<file path="config.mk">
export PLATFORM = sky130hd
export DESIGN_NAME = xor_gate_sequencer_flat
export DESIGN_NICKNAME = d
export VERILOG_FILES = /design/src/rtl/xor_gate_sequencer_if.sv /design/src/rtl/xor_gate_sequencer.sv /design/src/flat_wrapper.sv
export SDC_FILE = /design/constraint.sdc
export NUM_CORES = 1
export LEC_CHECK = 0
export CORE_ASPECT_RATIO = 1.25
export CORE_UTILIZATION = 45
export DETAILED_ROUTE_END_ITERATION = 16
export PLACE_DENSITY = 0.67
export SLEW_MARGIN = 20
export SYNTH_ARGS = -nofsm -noshare
export SYNTH_HDL_FRONTEND = slang
export SYNTH_SLANG_ARGS = --single-unit
</file>
<file path="constraint.sdc">
create_clock -name clk -period 2.6 [get_ports clk]
set_input_delay 0.26 -clock clk [delete_from_list [all_inputs] [get_ports clk]]
set_output_delay 0.26 -clock clk [all_outputs]
set_load 0.005 [all_outputs]
</file>
<file path="src/rtl/xor_gate_sequencer_if.sv">
// Bundles the start request, the gate under control and the result LEDs
// into one port group for the xor_gate_sequencer.
interface xor_gate_sequencer_if;
    logic       start;
    logic       dut_y;
    logic       dut_a;
    logic       dut_b;
    logic       busy;
    logic       done;
    logic       pass;
    logic [3:0] result;
    logic [1:0] fail_idx;

    // Board/bench side: owns the start switch and the gate output
    modport master (
        output start,
        output dut_y,
        input  dut_a,
        input  dut_b,
        input  busy,
        input  done,
        input  pass,
        input  result,
        input  fail_idx
    );

    // Sequencer side
    modport slave (
        input  start,
        input  dut_y,
        output dut_a,
        output dut_b,
        output busy,
        output done,
        output pass,
        output result,
        output fail_idx
    );
endinterface

</file>
<file path="src/rtl/xor_gate_sequencer.sv">
// Steps a 2-input XOR gate through 00,01,10,11 with a programmable dwell and
// checks each output. Optional macro SEQ_STOP_ON_FAIL_EN ends a run at the first mismatch.
module xor_gate_sequencer #(
    parameter int unsigned STEP_CYCLES = 4
) (
    input  logic                  clk,
    input  logic                  rst_n,
    xor_gate_sequencer_if.slave   bus
);

    typedef enum logic [1:0] {
        ST_IDLE  = 2'd0,
        ST_APPLY = 2'd1,
        ST_DONE  = 2'd2
    } state_t;

    localparam logic [7:0] LAST_CNT = 8'(STEP_CYCLES - 1);

    function automatic logic expected_y(input logic [1:0] vec);
        return vec[1] ^ vec[0];
    endfunction

    state_t     state_r;
    logic [1:0] idx_r;
    logic [7:0] cnt_r;
    logic       start_q_r;
    logic [3:0] result_r;
    logic [1:0] fail_idx_r;
    logic       fail_seen_r;
    logic       dut_a_r;
    logic       dut_b_r;
    logic       busy_r;
    logic       done_r;

    logic       start_rise_s;
    logic       last_cnt_s;
    logic       sample_ok_s;
    logic       finish_s;
    logic [1:0] idx_next_s;

    // Edge detect, dwell-end detect and end-of-run decision for the current cycle
    always_comb begin
        start_rise_s = bus.start & ~start_q_r;
        last_cnt_s   = (cnt_r == LAST_CNT);
        sample_ok_s  = (bus.dut_y == expected_y(idx_r));
        idx_next_s   = idx_r + 2'd1;
`ifdef SEQ_STOP_ON_FAIL_EN
        finish_s     = (idx_r == 2'd3) | ~sample_ok_s;
`else
        finish_s     = (idx_r == 2'd3);
`endif
    end

    // Start switch history for rising-edge detection
    always_ff @(posedge clk or negedge rst_n) begin
        if (!rst_n) begin
            start_q_r <= 1'b0;
        end else begin
            start_q_r <= bus.start;
        end
    end

    // Sequencer FSM with registered gate drives and LED outputs
    always_ff @(posedge clk or negedge rst_n) begin
        if (!rst_n) begin
            state_r     <= ST_IDLE;
            idx_r       <= 2'd0;
            cnt_r       <= 8'd0;
            result_r    <= 4'd0;
            fail_idx_r  <= 2'd0;
            fail_seen_r <= 1'b0;
            dut_a_r     <= 1'b0;
            dut_b_r     <= 1'b0;
            busy_r      <= 1'b0;
            done_r      <= 1'b0;
        end else begin
            case (state_r)
                ST_IDLE, ST_DONE: begin
                    if (start_rise_s) begin
                        state_r     <= ST_APPLY;
                        idx_r       <= 2'd0;
                        cnt_r       <= 8'd0;
                        result_r    <= 4'd0;
                        fail_idx_r  <= 2'd0;
                        fail_seen_r <= 1'b0;
                        dut_a_r     <= 1'b0;
                        dut_b_r     <= 1'b0;
                        busy_r      <= 1'b1;
                        done_r      <= 1'b0;
                    end
                end
                ST_APPLY: begin
                    if (!last_cnt_s) begin
                        cnt_r <= cnt_r + 8'd1;
                    end else begin
                        result_r[idx_r] <= sample_ok_s;
                        // fail_idx latches only the first mismatch of the run
                        if (!sample_ok_s && !fail_seen_r) begin
                            fail_seen_r <= 1'b1;
                            fail_idx_r  <= idx_r;
                        end
                        cnt_r <= 8'd0;
                        if (finish_s) begin
                            state_r <= ST_DONE;
                            busy_r  <= 1'b0;
                            done_r  <= 1'b1;
                            dut_a_r <= 1'b0;
                            dut_b_r <= 1'b0;
                        end else begin
                            idx_r   <= idx_next_s;
                            dut_a_r <= idx_next_s[1];
                            dut_b_r <= idx_next_s[0];
                        end
                    end
                end
                default: begin
                    state_r     <= ST_IDLE;
                    idx_r       <= 2'd0;
                    cnt_r       <= 8'd0;
                    result_r    <= 4'd0;
                    fail_idx_r  <= 2'd0;
                    fail_seen_r <= 1'b0;
                    dut_a_r     <= 1'b0;
                    dut_b_r     <= 1'b0;
                    busy_r      <= 1'b0;
                    done_r      <= 1'b0;
                end
            endcase
        end
    end

    assign bus.dut_a    = dut_a_r;
    assign bus.dut_b    = dut_b_r;
    assign bus.busy     = busy_r;
    assign bus.done     = done_r;
    assign bus.pass     = done_r & (&result_r);
    assign bus.result   = result_r;
    assign bus.fail_idx = fail_idx_r;

endmodule

</file>
<file path="src/flat_wrapper.sv">
// flat-port wrapper written by rule: the top's interface ports become plain ports
module xor_gate_sequencer_flat 
#(
    parameter int unsigned STEP_CYCLES = 4
)
  (clk, rst_n, bus_start, bus_dut_y, bus_dut_a, bus_dut_b, bus_busy, bus_done, bus_pass, bus_result, bus_fail_idx);
  xor_gate_sequencer_if bus_i ();
  input  logic clk;
  input  logic rst_n;
  input wire logic [$bits(bus_i.start)-1:0] bus_start;
  input wire logic [$bits(bus_i.dut_y)-1:0] bus_dut_y;
  output wire logic [$bits(bus_i.dut_a)-1:0] bus_dut_a;
  output wire logic [$bits(bus_i.dut_b)-1:0] bus_dut_b;
  output wire logic [$bits(bus_i.busy)-1:0] bus_busy;
  output wire logic [$bits(bus_i.done)-1:0] bus_done;
  output wire logic [$bits(bus_i.pass)-1:0] bus_pass;
  output wire logic [$bits(bus_i.result)-1:0] bus_result;
  output wire logic [$bits(bus_i.fail_idx)-1:0] bus_fail_idx;
  assign bus_i.start = bus_start;
  assign bus_i.dut_y = bus_dut_y;
  assign bus_dut_a = bus_i.dut_a;
  assign bus_dut_b = bus_i.dut_b;
  assign bus_busy = bus_i.busy;
  assign bus_done = bus_i.done;
  assign bus_pass = bus_i.pass;
  assign bus_result = bus_i.result;
  assign bus_fail_idx = bus_i.fail_idx;
  xor_gate_sequencer #(.STEP_CYCLES(STEP_CYCLES)) u_core (.clk(clk), .rst_n(rst_n), .bus(bus_i));
endmodule
</file>
* Word-level counts from Yosys, hierarchy flattened
Index checks and enable logic that the tools add are counted.
** Cells by class
- $add $sub $neg :: 2
- Multiply operators :: 0
- Div/mod/pow operators :: 0
- $lt $le $gt $ge :: 2
- Eq/ne operators :: 10
- Shift operators :: 0
- Multiplexer cells :: 37
- Bitwise operators :: 4
- Reduce and logical (&&, ||, !) cells :: 11
** Operators by type and width (number)
- $mux W2 :: 8
- $mux W8 :: 2
- $pmux W8 S2 :: 1
- $mux W1 :: 13
- $pmux W2 S2 :: 3
- $pmux W1 S2 :: 5
- $reduce_and A3 Y1 :: 3
- $add A8 B1 Y8 const B :: 1
- $eq A8 B2 Y1 const B :: 1
- $mux W4 :: 2
- $ne A2 B1 Y1 const B :: 4
- $pmux W4 S2 :: 1
- $bwmux W4 :: 1
- $eq A2 B2 Y1 const B :: 2
- $reduce_and A4 Y1 :: 1
- $lt A2 B3 Y1 const B :: 1
- $add A2 B1 Y2 const B :: 1
- $and A1 B1 Y1 :: 2
- $demux W1 S2 :: 1
- $eq A2 B1 Y1 const B :: 1
- $ge A2 B1 Y1 const B :: 1
- $logic_and A1 B1 Y1 :: 2
- $logic_not A1 Y1 :: 2
- $logic_not A2 Y1 :: 1
- other kinds (6) :: 6
** Storage, ports and cells
- Bits in registers :: 24
- Latch bits :: 0
- Bits in writable memories :: 0
- Bits in read-only memories :: 0
- Input port bits :: 4
- Word-level logic and storage cells :: 77
- Memories kept :: 0

* Logic depth before layout (Yosys ltp)
Gate-level depths: netlist of run 1.
- Depth after elaboration :: 7
- Mapped depth :: 6

* Worst setup path after synthesis of run 1
No wires, ideal clock.
- Path kind :: register to register
- Start :: register u_core.cnt_r[0]
- End :: register u_core.result_r[0], in the netlist u_core.bus.result[0]
- Library setup time :: 0.079 ns
- Arrival :: 1.693 ns
- Slack :: 0.827 ns
- Cell stages (with the launch flop) :: 6
- Period minus slack after synthesis :: 1.773 ns
- Cells stage by stage :: dfrtp_1 ha_1 or4b_4 o21ai_4 and3_1 mux2i_1
** Between the ends
- Cells in the longest elaborated chain, start to end :: 3
** Ends and longest elaborated chain
- from (decl) :: line xor_gate_sequencer.sv:25 : logic [7:0] cnt_r;
- from (signal assigned) :: line xor_gate_sequencer.sv:94 : cnt_r <= cnt_r + 8'd1;
- $eq A8 B2 Y1 :: line xor_gate_sequencer.sv:44 : last_cnt_s = (cnt_r == LAST_CNT);
- $ne A2 B1 Y1 (no source line)
- $reduce_and A2 Y1 (no source line)
- to (signal, indexed assignment) :: line xor_gate_sequencer.sv:96 : result_r[idx_r] <= sample_ok_s;
- to (decl) :: line xor_gate_sequencer.sv:27 : logic [3:0] result_r;
No other way between the ends.
A chain may end at the register's enable or synchronous reset.

* Worst setup path after layout of run 1
- Start :: register u_core.cnt_r[0]
- End :: register u_core.dut_b_r, in the netlist u_core.bus.dut_b
** Between the ends
- Cells in the longest elaborated chain, start to end :: 3
** Ends and longest elaborated chain
- $eq A8 B2 Y1 :: line xor_gate_sequencer.sv:44
- $ne A2 B1 Y1 (no source line)
- $reduce_and A2 Y1 (no source line)
- to (signal assigned) :: line xor_gate_sequencer.sv:112 : dut_b_r <= idx_next_s[0];
- to (decl) :: line xor_gate_sequencer.sv:31 : logic dut_b_r;
No other way between the ends.

==> results of run 1 <==
worst min-delay path by stage:
stage | to | slack [ns] | cells after the start
finish | u_core.bus.result[1] | 0.29 | 2
global route | u_core.idx_r[1] | 0.30 | 2
CTS | u_core.bus.fail_idx[0] | 0.28 | 2
detailed placement | u_core.bus.fail_idx[1] | 0.50 | 1
global placement | u_core.bus.fail_idx[1] | 0.49 | 1
floorplan | u_core.bus.done | -0.04 | 0
state kept, by name (all words and copies together) (netlist names):
signal               count
u_core.cnt_r             8
u_core.bus.result        4
u_core.bus.fail_idx      2
u_core.idx_r             2
u_core.bus.done          1
u_core.bus.dut_a         1
u_core.bus.dut_b         1
u_core.fail_seen_r       1
u_core.start_q_r         1
u_core.state_r           1
layer usage:
| metal | vias to the layer above | part of all wire | global-route usage |
|---|---|---|---|
| li1 | 453 | - | - |
| met1 | 465 | 0.45 | 0.265 |
| met2 | 13 | 0.52 | 0.356 |
| met3 | 2 | 0.024 | 0.0184 |
| met4 | 0 | 0.0087 | 0.0833 |
| met5 | - | 0 | 0 |
metrics by stage:
step | hold slack, ns | total power, mW | cell area, sq um | utilization
4_1_cts | 0.283 | 1.48 | 1380 | 0.564
2_1_floorplan | -0.0356 | 1.04 | 1170 | -
5_1_grt | 0.301 | 1.61 | 1380 | 0.564
6_report | 0.286 | 1.47 | 1380 | 0.564
3_5_place_dp | 0.503 | 1.29 | 1350 | 0.549
3_3_place_gp | 0.492 | 1.28 | 1350 | 0.549
power breakdown:
group | leakage (nW) | total, mW | switching [mW] | internal (mW)
Clock | 0.0210 | 0.183 | 0.0976 | 0.0853
Combinational | 0.282 | 0.714 | 0.396 | 0.318
Sequential | 0.288 | 0.572 | 0.121 | 0.451
Total | 0.591 | 1.47 | 0.615 | 0.854
critical path: cells and delay by family, from the launching register on:
kind,cells,cell delay (ns)
AO/OA/AOI/OAI,3,0.71
AND/OR/NAND/NOR,1,0.48
flip-flops,1,0.42
adder cells (fa/ha/maj),1,0.23
layout make-up:
cell class              count  share of cell area
multi-input cells          84               0.417
flip-flops and latches     22               0.398
repair buffers             16               0.112
clock buffers               4              0.0262
well taps                  33              0.0299
inverters                   6              0.0163
synth_stat cells, drive strengths merged, types with 2 or more instances:
| master | n |
|---|---|
| nand2b | 2 |
| ha | 5 |
| o31ai | 4 |
| o22ai | 2 |
| nand2 | 7 |
| o2111ai | 3 |
| a31oi | 2 |
| xor2 | 4 |
| clkbuf | 3 |
| or3 | 3 |
| nand3 | 3 |
| a21oi | 5 |
| dfrtp | 22 |
| mux2i | 2 |
| nand4 | 2 |
| a22o | 3 |
| nor2 | 7 |
| and3 | 3 |
| o21ai | 15 |
| nor3 | 2 |
| inv | 6 |
logic make-up (layout without fill, tap and decap cells):
logic type / after synthesis / in the layout / synth area share
compound gates: 36 / 36 / 0.202
xor+xnor: 5 / 5 / 0.0376
fa+ha+maj: 5 / 5 / 0.0536
buf+inv: 10 / 26 / 0.0333
flops: 22 / 22 / 0.472
mux: 2 / 2 / 0.0172
simple gates: 36 / 36 / 0.185
cell usage in the layout (no fill, tap or decap), drive strengths merged, types with 2 or more instances in the layout:
cell and n:
dfrtp 22, o21ai 15, clkdlybuf4s50 14, nor2 7, nand2 7, inv 6
a21oi 5, ha 5, o31ai 4, xor2 4, clkbuf 4, a22o 3
o2111ai 3, or3 3, nand3 3, and3 3, nand4 2, nand2b 2
nor3 2, a31oi 2, o22ai 2, mux2i 2, buf 2
==> flow_summary.toml, run 1 <==
[critical_path]
crit_start = "u_core.cnt_r[0]"
critical_path_class = "flop to flop"
worstPathRequired_ns = 2.78
worstPathCellList = "ha_1 -> nor4b_1 -> a21oi_1 -> o21ai_0 -> o31ai_1"
r2r_cells = 5
r2r_slack_ns = 0.63
endpoint_kind = "flop"
timing.rr.end = "u_core.bus.dut_b"
crit_slowest_cell = "nor4b_1"
arrival_ns = 2.15
startpoint_type = "flop"
max_stage_delay_ns = 0.48
cp-endpoint = "u_core.bus.dut_b"
r2r_start = "u_core.cnt_r[0]"
worst-path-max-fanout = 8

[place]
dpl.cell_count = 161
port_buffers = 14
hpwl_um = 1760
place.gp.congestion = 0.853
pre_cts_ws_ns = 0.643

[drt]
antenna_left = 0
vias = 933
first_iter_violations = 25
drc = 0
drt-pass1-iter-count = 4
wl_per_cell_um = 14.6
routed_wl_um = 2410
routed_via_density = 5.65

[timing]
worst_slew_pin_slew_ns = 0.622
max_freq_mhz = 508
skew_ns = 0.00811
setup_viol = 0
fin_setup_tns_ns = 0
rsz0062_at_grt = "false"
finalCritPeriodShare = 0.757
relSlewSlack = 0.586
setup_ws_ns = 0.631
drv_slew = 0
hold_violations = 0
period_needed_ns = 1.97

[floorplanning]
dieArea_sq_um = 2800
die_h_um = 58.9
start_util = 0.476
die_w_um = 47.5
boundaryPins = 15
rows = 20
core_sq_um = 2450

[pwr]
leakage_nw = 0.591
ir_worst_vdd_mv = 0.488
p_per_area_nw_per_um2 = 1060

[clock_network]
clock_latency_ns = 0.30
cts_made_buffers = 3
holdBufCountCts = 0
clock-sinks = 22
clk_pin_slew_worst_paths_ns = 0.12
cts_tree = "done"
postCtsSetupBuffers = 0
cts_buffer_depth = 2
cts_root_buffer = "clkbuf_4"
cts-htree-levels = 1
post_cts_resized = 0

[hold_path]
hp-class = "input port to asynchronous set/reset pin"

[yosys]
yosysTopAreaCellShare = 0.472
synthesis.nets = 125
netlist_instances = 116
synth-edff-count = 0
yosys_warnings = 0
syn_area_sq_um = 1170
synth_area_per_cell_sq_um = 10.1
synth-async-reset-ratio = 1.00
synthFlopType = "dfrtp_1"
yosysSeqAreaShare = 0.472
synth_top_cell_by_area = "dfrtp_1"
ys_seq_elements = 22
yosysUniqueCellTypes = 38
synth.area.top_cells = "dfrtp_1, ha_1, o21ai_0"

[grt]
grtUsageTotal = 0.209
antenna_found_initial = 0
grt_pass1_vias = 943
grt_max_degree = 23
grt-ovfl-total = 0
grt_pass1_wl_um = 4170

[layout]
drive_gt1_frac = 0.114
seq_area_sq_um = 551
nets = 142
antenna_cells = 0
syn2layout_area_growth_pct = 18.6
multi_input_area_sq_um = 577
nFillCells = 238
fin_cells = 165

[run_status]
status = "completed"

[run]
maxCapViolCount = 0
Power figures use the tool's default switching activity.
==> run 2: changes to the inputs <==
--- a/config.mk
+++ b/config.mk
@@ -8,7 +8,7 @@
 export CORE_ASPECT_RATIO = 1.25
 export CORE_UTILIZATION = 45
 export DETAILED_ROUTE_END_ITERATION = 16
-export PLACE_DENSITY = 0.67
+export PLACE_DENSITY = 0.7
 export SLEW_MARGIN = 20
 export SYNTH_ARGS = -nofsm -noshare
 export SYNTH_HDL_FRONTEND = slang
==> constraint.sdc (replaced) <==
create_clock -name clk -period 1.8 [get_ports clk]
set_input_delay 0.18 -clock clk [delete_from_list [all_inputs] [get_ports clk]]
set_output_delay 0.18 -clock clk [all_outputs]
set_load 0.005 [all_outputs]
==> run 2 against run 1 <==
  * Setup slack got worse by 0.61 ns
  * Combinational power increased by 83%
  * Hold slack got worse by 0.066 ns
  * Power is 57% higher
  * Flip-flop and latch count unchanged
  * Design area rose by 6.4%
  * Clock skew down 0.0071 ns
  * Wire length rose by 6.8%
  * Critical path depth is the same
  * Register-to-register slack worse by 0.61 ns
  * Clock power grew 19%
  * Highest routed layer unchanged
==> flow_summary.toml, run 2 (synthesized netlist as in run 1, its figures left out) <==
[run_status]
status = "completed"

[timing]
rsz0062_at_grt = "true"
setup_viol = 0
drv_slew = 0
fin_setup_tns_ns = 0
hold_violations = 0
finalCritPeriodShare = 0.988
max_freq_mhz = 562
worst_slew_pin_slew_ns = 0.553
skew_ns = 0.00102
period_needed_ns = 1.78
holdWs_ns = 0.219
relSlewSlack = 0.631

[critical_path]
critical_path_class = "flop to flop"
worstPathRequired_ns = 2.02
endpoint_kind = "flop"
worst-path-max-fanout = 6
path_buf_inv = 0
worstPathCellList = "ha_2 -> or4b_4 -> o21ai_4 -> and3_4 -> mux2i_1"
arrival_ns = 2.00
crit_slowest_cell = "or4b_4"
crit_family = "simple AND/OR/NAND/NOR gates"
max_stage_delay_ns = 0.48
startpoint_type = "flop"

[floorplanning]
die_h_um = 58.9
dieArea_sq_um = 2800
rows = 20
die_w_um = 47.5
boundaryPins = 15
core_sq_um = 2450
start_util = 0.476

[pwr]
combPwrFrac = 0.569
p_seq_frac = 0.337
power_switching_mw = 0.944
leakage_nw = 0.638
ir_worst_vdd_mv = 0.876
p_per_area_nw_per_um2 = 1560
p_clk_frac = 0.095
switching_share = 0.411
p_int_mw = 1.36
finalPower_mw = 2.30

[grt]
grt_pass1_wl_um = 4070
grt_pass1_vias = 1006
grt-ovfl-total = 0
antenna_found_initial = 0
grtUsageTotal = 0.203
grt_max_degree = 23

[run]
maxCapViolCount = 0

[drt]
routed_via_density = 5.71
routed_wl_um = 2570
vias = 1005
drt-pass1-iter-count = 4
first_iter_violations = 34
drc = 0
wl_per_cell_um = 14.6
antenna_left = 0

[layout]
final_cell_mix = "dfrtp_1, clkdlybuf4s50_1, buf_4, o21ai_0"
syn2layout_area_growth_pct = 26.2
nets = 154
regMostFlops = "u_core.cnt_r"
final_common_cell = "dfrtp_1"
antenna_cells = 0
largest_register_ffs = 8
drive_gt1_frac = 0.210
nFillCells = 229

[clock_network]
clock_latency_ns = 0.29
cts-htree-levels = 1
cts_tree = "done"
clk_pin_slew_worst_paths_ns = 0.12
cts_buffer_depth = 2
clock-sinks = 22
cts_root_buffer = "clkbuf_4"
cts_made_buffers = 3

[place]
place.gp.congestion = 0.844
port_buffers = 14
hpwl_um = 1940

[hold_path]
hp-class = "input port to asynchronous set/reset pin"
## run 2: per-stage QoR
stage,area [sq um],utilization,std cells,setup slack (ns)
floorplan,1170,-,116,0.0275
global placement,1430,0.583,172,0.0106
detailed placement,1430,0.583,172,-0.110
CTS,1450,0.592,175,0.00635
global route,1470,0.600,176,-0.0462
finish,1470,0.600,176,0.0221
## run 2: repair_timing
item                                    4_1_cts  5_1_grt
buffers inserted                              0        1
hold buffers                                  0        0
endpoints found under the setup margin        1       10
hold endpoints to repair                      0        0
gates resized for setup                       0        6
pin swaps                                     1        0
## run 2: final cells by class
type	instances	area, sq um	share of cell area
clock buffers	3	22.5	0.0153
well taps	33	41.3	0.0281
multi-input cells	84	589	0.401
flip-flops and latches	22	551	0.374
repair buffers	28	245	0.167
inverters	6	22.5	0.0153
## run 2: metal layers
metal  vias to the layer above  share of wire  global-route usage
met3                         4          0.027              0.0399
li1                        482              -                   -
met4                         0          0.013               0.111
met2                        21           0.54               0.354
met5                         -              0                   0
met1                       498           0.42               0.218
## run 2: worst paths after layout
check                                       start                endpoint  slack, ns  cells past startpoint
setup / recovery                  u_core.cnt_r[0]    u_core.bus.result[1]       0.02                      5
hold / removal                              rst_n  u_core.bus.fail_idx[0]       0.22                      2
setup reg to reg                  u_core.cnt_r[0]    u_core.bus.result[1]       0.02                      5
hold reg to reg            u_core.bus.fail_idx[1]  u_core.bus.fail_idx[1]       0.52                      1
max in group asynchronous                   rst_n         u_core.cnt_r[5]       1.36                      2
min in group clk                        bus_start        u_core.start_q_r       0.33                      1
## run 2: power by group through the flow
stage,combinational (mW),sequential [mW],clock [mW]
floorplan,0.713,0.787,0
global placement,1.23,0.776,0
detailed placement,1.26,0.781,0
CTS,1.27,0.771,0.232
global route,1.44,0.792,0.246
finish,1.31,0.775,0.218
## run 2: worst reg2reg max path, cell delays in order (launching register included)
cell     delay, ns
dfrtp_1       0.37
ha_2          0.18
or4b_4        0.48
o21ai_4       0.25
and3_4        0.24
mux2i_1       0.19
